### src/rtl/imem_pkg.sv
// Shared constants and loader state encoding for the instruction-memory loader.
package imem_pkg;

    localparam int IMEM_DEPTH = 32;
    localparam int WORD_W     = 32;

    typedef enum logic [2:0] {
        LEN_LO,
        LEN_HI,
        DATA,
        CSUM,
        DONE,
        ERR
    } state_t;

endpackage

### src/rtl/imem_loader_byte_packer.sv
// Little-endian byte-to-word assembler; emits a one-cycle word_valid
// in the cycle after the fourth byte of a word is pushed.
module byte_packer
    import imem_pkg::*;
(
    input  logic              clk,
    input  logic              reset_n,
    input  logic              clear,
    input  logic              push,
    input  logic [7:0]        data,
    output logic [1:0]        lane,
    output logic              word_valid,
    output logic [WORD_W-1:0] word
);

    logic [23:0] partial;

    always_ff @(posedge clk or negedge reset_n) begin
        if (!reset_n) begin
            lane       <= 2'd0;
            partial    <= 24'd0;
            word_valid <= 1'b0;
            word       <= '0;
        end else begin
            word_valid <= 1'b0;
            if (clear) begin
                lane <= 2'd0;
            end else if (push) begin
                lane <= lane + 2'd1;
                unique case (lane)
                    2'd0: partial[7:0]   <= data;
                    2'd1: partial[15:8]  <= data;
                    2'd2: partial[23:16] <= data;
                    2'd3: begin
                        word       <= {data, partial};
                        word_valid <= 1'b1;
                    end
                    default: ;
                endcase
            end
        end
    end

endmodule

### src/rtl/imem_loader.sv
// Streams a length-prefixed image into instruction memory and holds the core
// in reset until it is loaded. IMEM_LOADER_CHECKSUM_EN adds a trailing XOR byte.
module imem_loader
    import imem_pkg::*;
#(
    parameter int DEPTH  = IMEM_DEPTH,
    parameter int ADDR_W = $clog2(DEPTH)
) (
    input  logic              clk,
    input  logic              reset_n,
    input  logic              in_valid,
    input  logic [7:0]        in_data,
    output logic              in_ready,
    input  logic              reload,
    output logic              mem_we,
    output logic [ADDR_W-1:0] mem_waddr,
    output logic [WORD_W-1:0] mem_wdata,
    output logic              cpu_reset,
    output logic              done,
    output logic              error
);

`ifdef IMEM_LOADER_CHECKSUM_EN
    localparam state_t END_ST = CSUM;
`else
    localparam state_t END_ST = DONE;
`endif

    state_t            state;
    logic [7:0]        len_lo;
    logic [15:0]       len;
    logic [ADDR_W-1:0] word_idx;
    logic [1:0]        lane;
    logic              accept;
    logic [15:0]       n_rx;
    logic              last_word;
`ifdef IMEM_LOADER_CHECKSUM_EN
    logic [7:0]        csum;
`endif

    // Ready is forced low while reset is held, not just after it.
    assign in_ready = reset_n && (state == LEN_LO || state == LEN_HI ||
                                  state == DATA   || state == CSUM);
    assign accept    = in_valid && in_ready;
    assign n_rx      = {in_data, len_lo};
    assign last_word = ({{(16-ADDR_W){1'b0}}, word_idx} == len - 16'd1);
    assign done      = (state == DONE);
    assign error     = (state == ERR);

    byte_packer u_packer (
        .clk        (clk),
        .reset_n    (reset_n),
        .clear      (accept && state == LEN_HI),
        .push       (accept && state == DATA),
        .data       (in_data),
        .lane       (lane),
        .word_valid (mem_we),
        .word       (mem_wdata)
    );

    always_ff @(posedge clk or negedge reset_n) begin
        if (!reset_n) begin
            state     <= LEN_LO;
            len_lo    <= 8'd0;
            len       <= 16'd0;
            word_idx  <= '0;
            mem_waddr <= '0;
            cpu_reset <= 1'b1;
`ifdef IMEM_LOADER_CHECKSUM_EN
            csum      <= 8'd0;
`endif
        end else begin
            // Release lags done by a cycle so the last write lands first.
            cpu_reset <= !(state == DONE && !reload);
            unique case (state)
                LEN_LO: if (accept) begin
                    len_lo <= in_data;
                    state  <= LEN_HI;
                end
                LEN_HI: if (accept) begin
                    len      <= n_rx;
                    word_idx <= '0;
`ifdef IMEM_LOADER_CHECKSUM_EN
                    csum     <= 8'd0;
`endif
                    if (n_rx == 16'd0)
                        state <= END_ST;
                    else if (n_rx > 16'(DEPTH))
                        state <= ERR;
                    else
                        state <= DATA;
                end
                DATA: if (accept) begin
`ifdef IMEM_LOADER_CHECKSUM_EN
                    csum <= csum ^ in_data;
`endif
                    if (lane == 2'd3) begin
                        mem_waddr <= word_idx;
                        if (last_word)
                            state <= END_ST;
                        else
                            word_idx <= word_idx + 1'b1;
                    end
                end
`ifdef IMEM_LOADER_CHECKSUM_EN
                CSUM: if (accept) begin
                    state <= (in_data == csum) ? DONE : ERR;
                end
`endif
                DONE, ERR: if (reload) begin
                    state <= LEN_LO;
                end
                default: state <= LEN_LO;
            endcase
        end
    end

endmodule

### config.mk
export PLATFORM = sky130hd
export DESIGN_NAME = imem_loader
export DESIGN_NICKNAME = d
export VERILOG_FILES = /design/src/rtl/imem_pkg.sv /design/src/rtl/imem_loader_byte_packer.sv /design/src/rtl/imem_loader.sv
export SDC_FILE = /design/constraint.sdc
export NUM_CORES = 1
export LEC_CHECK = 0
export ABC_AREA = 1
export BUFFER_PORTS_ARGS = -buffer_cell sky130_fd_sc_hd__buf_4
export CORE_MARGIN = 2
export CORE_UTILIZATION = 45
export DETAILED_ROUTE_END_ITERATION = 8
export GPL_TIMING_DRIVEN = 0
export SLEW_MARGIN = 20
export SYNTH_ARGS = -nofsm -noshare
export SYNTH_HDL_FRONTEND = slang
export SYNTH_SLANG_ARGS = --single-unit
### constraint.sdc
create_clock -name clk -period 2.7 [get_ports clk]
set_clock_uncertainty 0.2 [all_clocks]
set_input_delay 0 -clock clk [delete_from_list [all_inputs] [get_ports clk]]
set_output_delay 0 -clock clk [all_outputs]
set_load 0.02 [all_outputs]
**Yosys cells after proc, flatten, opt, wreduce, memory -nomap -nowiden**

Cells that the tools add are included.

- Logic and storage cells: 77
- Input bits: 12
- Flip-flop bits (word level): 97
- Output and inout bits: 42

- Multiplexer cells: 19
- Order comparisons: 1
- Equality and inequality tests: 16
- Bitwise logic cells: 1
- Add/subtract/negate cells: 3
- Reductions and logical operators: 25

Operator list:

| operator | count |
|---|---|
| 2-to-1 mux 3 bit | 8 |
| 2-to-1 mux 5 bit | 4 |
| == test 5 x 16 -> 1 bit | 1 |
| > comparator 16 x 6 -> 1 bit, second input constant | 1 |
| logical NOT 16 bit | 1 |
| subtractor 16 x 1 -> 16 bit, second input constant | 1 |
| AND reduction 3 bit | 5 |
| != test 2 bit, second input constant | 6 |
| one-hot mux 3 bit (4 select lines) | 1 |
| one-hot mux 5 bit (2 select lines) | 1 |
| == test 3 x 2 -> 1 bit, second input constant | 2 |
| == test 3 bit, second input constant | 2 |
| AND reduction 6 bit | 1 |
| adder 5 x 1 -> 5 bit, second input constant | 1 |
| logical AND 1 bit | 5 |
| AND reduction 5 bit | 1 |
| == test 2 bit, second input constant | 2 |
| 2-to-1 mux 2 bit | 2 |
| AND reduction 2 bit | 2 |
| nonzero test 2 bit | 2 |
| == test 3 x 1 -> 1 bit, second input constant | 1 |
| logical NOT 3 bit | 1 |
| logical OR 1 bit | 3 |
| 2-to-1 mux 1 bit | 3 |
| 7 further kinds | 8 |

**Depth between registers and ports, before layout**

- Word-level depth: 9
- Mapped depth: 15
- Gate-level depth less buffers: 15

**Hierarchy**

From an unflattened synthesis, not the netlist that was laid out.

- Cells, all modules: 554
- Area, all modules: 4745.8 um^2

By module, submodules not included:

| module | area each (um^2) | instances | seq. area each (um^2) | cells an instance |
|---|---|---|---|---|
| byte_packer | 2537.4 | 1 | 1476.4 | 269 |
| imem_loader | 2208.4 | 1 | 952.2 | 285 |

**Worst setup path before layout**

Ideal clock, no wire load.

- Path type: reg-to-reg
- Start: register state[2]
- End: register mem_waddr[1]
- Setup time: 117 ps
- Data required time: 2383 ps
- Clock period less this slack: 2131 ps
- Stages on the path, launching flop included: 11
- Slack: 569 ps
- Path buffers: 2
- Arrival time: 1814 ps
- Path through: dfrtp_1 -> nor2_1 -> nand2_1 -> nor2_4 -> inv_2 -> nor2_8 -> inv_2 -> buf_6 -> buf_6 -> nand2_1 -> nand2_1

- Word-level cells in the longest chain between the ends: 7
- Elaborated cells between the ends (all ways): 10
- Classes of those cells: 3 x eq/ne; 7 x reduce/logical

Ends and longest elaborated chain:

| element | line | RTL |
|---|---|---|
| start, declared | imem_loader.sv:29 | `state_t state;` |
| start signal, assigned | imem_loader.sv:63 | `state <= LEN_LO;` |
| start signal, assigned | imem_loader.sv:78 | `state <= LEN_HI;` |
| start signal, assigned | imem_loader.sv:87 | `state <= END_ST;` |
| == test 3 x 1 -> 1 bit / logical NOT 3 bit (equally long branches) | imem_loader.sv:42 | `assign in_ready = reset_n && (state == LEN_LO \|\| state == LEN_HI \|\|` |
| logical OR 1 bit (2 in series) | imem_loader.sv:42 |  |
| logical OR 1 bit (*) | imem_loader.sv:43 | `state == DATA \|\| state == CSUM);` |
| logical AND 1 bit (*) | imem_loader.sv:42 |  |
| net in_ready | imem_loader.sv:13 | `output logic in_ready,` |
| logical AND 1 bit (*) | imem_loader.sv:44 | `assign accept = in_valid && in_ready;` |
| AND reduction 3 bit (no line) (*) | n/a |  |
| end signal, assigned | imem_loader.sv:98 | `mem_waddr <= word_idx;` |
| end, declared | imem_loader.sv:16 | `output logic [ADDR_W-1:0] mem_waddr,` |

The timed path passes the listed nets; every way through them passes the cells marked *.
A chain may end at the register's enable or synchronous reset.

**Worst setup path after layout**

- Start: register len[0]
- End: register state[0]

- Word-level cells in the longest chain between the ends: 4

Ends and longest elaborated chain:

| element | line | RTL |
|---|---|---|
| start, declared | imem_loader.sv:31 | `logic [15:0] len;` |
| start signal, assigned | imem_loader.sv:81 | `len <= n_rx;` |
| subtractor 16 x 1 -> 16 bit | imem_loader.sv:46 | `assign last_word = ({{(16-ADDR_W){1'b0}}, word_idx} == len - 16'd1);` |
| == test 5 x 16 -> 1 bit | imem_loader.sv:46 |  |
| != test 2 bit (no line) | n/a |  |
| AND reduction 6 bit (no line) | n/a |  |

No other way between the ends.

==> reports/metrics.yaml <==
critical_path:
  reg2reg_to: "state[0]"
  critical-path-slowest-cell: "dfrtp_1"
  critical_path_peak_fanout: 6
  r2r-start: "len[0]"
  timing.critical_path.required_ns: 2.74
  worstSetupPathType: "register to register"
  ordered_list_of_cells_on_the_worst_path: "inv_1 -> ha_2 -> nand2_1 -> nor2_4 -> nand2_1 -> nand2_1 -> nand2_1 -> nor2_1 -> nand2_1 -> nor2_2 -> nand2_1 -> nand2_1 -> nand3_1 -> nand2_1 -> nand2_1"
  worst_r2r_path_depth: 15
  worst-endpoint-arrival_ns: 2.45
  cpLargestDelayFamily: "simple AND/OR/NAND/NOR gates"
  critical-path-max-stage-delay_ns: 0.42
  startpoint_type: "register"
  cpMostUsedCell: "nand2_1"
  reg_to_reg_setup_timing_slack_ns: 0.30
  worstPathBufferInverterCount: 1
  critPathCaptureType: "register"
drt:
  viasPerCell: 4.910
  wire_per_inst_um: 13.81
  drt-total-wl_um: 10280
  drt_pass1_iterations: 5
  drtAntennaViolNets: 0
  first_iteration_detailed_routing_drc_count: 205
  dr_drc_count: 0
  via_count: 3653
logic_synthesis:
  main_combinational_cell_family_by_area_after_synthesis: "simple AND/OR/NAND/NOR gates"
  ys_ff_latch: 97
  synth-edff-count: 0
  synth_adder_area_share_pct: 1.722
  synth_simple_gate_area_share_pct: 27.49
  yosysWarnings: 0
  netlist_instances: 535
  yosys_top_cell_area_share_pct: 55.09
  synth_area_leader_cell: "dfrtp_1"
  sequential_share_of_the_synthesized_area_pct: 55.70
  mappedNetlistArea_um2: 4360
  synthMuxAreaShare_pct: 0.2582
  synthesized_net_count: 553
  synth.area.top_cells: "dfrtp_1, nand2_1, o21ai_0"
  synth_compound_area_share_pct: 8.694
  postSynthAreaPerCell_um2: 8.150
  synth_cell_types: 26
  dominantRegCellSynth: "dfrtp_1"
  yosys.area_share.xor_xnor_pct: 0.6026
  synthArstFlopShare_pct: 100.0
floorplanning:
  core_area_um2: 9328
  die-height_um: 102.4
  io_pins: 54
  floorplan.initialDensity_pct: 46.75
  die_x_um: 102.4
  rows: 35
  die-area_um2: 10490
sta:
  finalWorstPathRequiredPeriod_ns: 2.404
  min_period_over_period_pct: 89.04
  fmax_ghz: 0.4159
  timing_hold_violations_final: 16
  unrepaired_setup_endpoints_after_global_routing: "false"
  report.final.slew_viol_count: 0
  timing_worst_slew_pin_value_ns: 0.5144
  timing.max_slew.rel_slack_pct: 65.71
  timing.hold.ws_ns: -0.01648
  finalSetupViolCount: 0
job:
  drv_cap: 0
pwr:
  power.static_leakage_nw: 2.697
  intPower_mw: 2.378
  power.switching_mw: 1.458
  power_frac_comb_pct: 28.4
  power_mw: 3.836
  power.clock.fraction_pct: 23.6
  p_seq_share_pct: 48.0
  ir_worst_vdd_mv: 0.4222
  pwr_density_cell_nw_per_um2: 732.1
  swShare_pct: 38.02
clock_network:
  number_of_cts_inserted_buffers: 9
  maximum_buffer_depth_of_the_clock_tree: 2
  number_of_post_cts_setup_repair_buffers: 0
  tritoncts: "done"
  cts.reportedPaths.clkPinSlew_ns: 0.10
  tritoncts_num_sinks: 97
  h-tree-depth: 3
  worst_skew_pair.late_latency_ns: 0.36
  cts.root.buffer_cell: "clkbuf_8"
run_status:
  outcome: "complete, but fails checks"
  failed_checks: "hold timing"
hold_path:
  hp-class: "primary input to asynchronous set/reset pin"
final_layout:
  total_inserted_antenna_cells: 0
  syn2layout_area_growth_pct: 20.17
  layout.nets: 628
  drive_gt1_share_pct: 14.96
global_routing:
  number_of_global_route_vias_before_repair: 3340
  antenna_found_initial: 0
  grt_pass1_wl_um: 16850
  globalRouteTotalUtil_pct: 20.91
  grt_max_degree: 99
  grt_overflow_total: 0
place:
  dp.final_hpwl_um: 7248
  gp_congestion: 0.9001
  io_buf_count: 53
[cells in the mapped netlist (5+ instances only)]
master and number:
nand2_1 209, dfrtp_1 96, o21ai_0 65, nor2_1 47
inv_1 41, nand3_1 19, clkbuf_1 8, nand4_1 8
ha_1 6, o21ai_1 5
[registers in the layout (all words and copies together) (netlist names)]
register and flops:
len_lo 8, mem_waddr 5, word_idx 5, len 16
state 3, cpu_reset 1, u_packer.partial 24, u_packer.lane 2
u_packer.word_valid 1, u_packer.word 32
[routing by layer]
| metal | GRT usage (%) | routed length, um | vias to the layer above |
|---|---|---|---|
| met2 | 31.83 | 4614 | 94 |
| met4 | 5.231 | 86 | 0 |
| met3 | 2.462 | 447 | 8 |
| met5 | 0 | 0 | - |
| li1 | - | - | 1843 |
| met1 | 31.94 | 5127 | 1708 |
[worst register-to-register path, stage by stage, from the launching register on]
cell and delay (ns):
dfrtp_1 0.42, inv_1 0.14, ha_2 0.26, nand2_1 0.16
nor2_4 0.20, nand2_1 0.07, nand2_1 0.05, nand2_1 0.05
nor2_1 0.09, nand2_1 0.08, nor2_2 0.15, nand2_1 0.08
nand2_1 0.12, nand3_1 0.10, nand2_1 0.08, nand2_1 0.05
[per-stage QoR]
stage	std cells	setup TNS [ns]	setup slack, ns	cell area [um^2]	utilization (%)
after global routing	744	0	0.02148	5240	56.18
after detailed placement	717	0	0.2130	4923	52.78
after floorplan	535	0	0.5689	4360	-
after global placement	717	-0.3342	-0.03136	4920	52.74
after CTS	744	0	0.06155	5216	55.92
final	744	0	0.2958	5240	56.18
[worst max path at each step]
stage / endpoint / from / slack (ns) / depth (start not counted)
final: state[0] / len[0] / 0.30 / 15
after global placement: u_packer.word[7] / reset_n / -0.03 / 11
after detailed placement: state[0] / len[0] / 0.21 / 15
after CTS: u_packer.partial[18] / reset_n / 0.06 / 9
after global routing: state[0] / len[0] / 0.02 / 15
after floorplan: mem_waddr[1] / state[2] / 0.57 / 10
[cell type report]
cell class	instances	area, um^2
sequential	97	2429
inverter	45	168.9
fill	899	4088
tap	129	161.4
multi-input combinational	379	1705
clock inverter	7	58.81
clock buffer	9	123.9
buffer	14	72.57
timing repair buffer	64	520.5
[timing repair]
action	4_1_cts	5_1_grt
hold buffers	11	0
endpoints found under the hold margin	148	0
setup endpoints to repair	0	83
gates resized for setup	0	8
[kinds of logic (layout without fill, tap and decap cells)]
logic type                 after synthesis  count (layout)
and+or+nand+nor                        294             294
DFF                                     97              97
AOI/OAI and AO/OA                       75              75
buffers and inverters                   59             139
adders and majority gates                6               6
xor gates and xnor gates                 3               3
muxes                                    1               1
[cells in the final DEF (no fill, tap or decap), types with 2 or more instances in the layout]
cell type | synthesis | final
clkbuf_1 | 8 | 8
ha_1 | 6 | 5
nand3_1 | 19 | 19
nor2_1 | 47 | 44
clkbuf_8 | 0 | 9
o21ai_0 | 65 | 65
inv_2 | 4 | 4
dfrtp_1 | 96 | 96
o21ai_1 | 5 | 5
buf_6 | 2 | 2
buf_4 | 0 | 52
inv_6 | 0 | 4
inv_1 | 41 | 41
dlygate4sd3_1 | 0 | 11
nand2_1 | 209 | 209
buf_2 | 4 | 4
nand4_1 | 8 | 8
nor3_1 | 4 | 4
nor2_2 | 2 | 4
xor2_1 | 2 | 2
a21oi_1 | 4 | 4
nor2_4 | 1 | 2
[power by group through the flow]
| stage | clock (mW) | sequential [mW] | combinational (mW) |
|---|---|---|---|
| after global routing | 0.993 | 1.87 | 1.27 |
| after floorplan | 0 | 1.82 | 0.771 |
| after CTS | 0.935 | 1.84 | 1.06 |
| after detailed placement | 0 | 1.87 | 1.05 |
| after global placement | 0 | 1.87 | 1.02 |
| final | 0.904 | 1.84 | 1.09 |
Note: power is estimated with default switching activity, not from simulation.
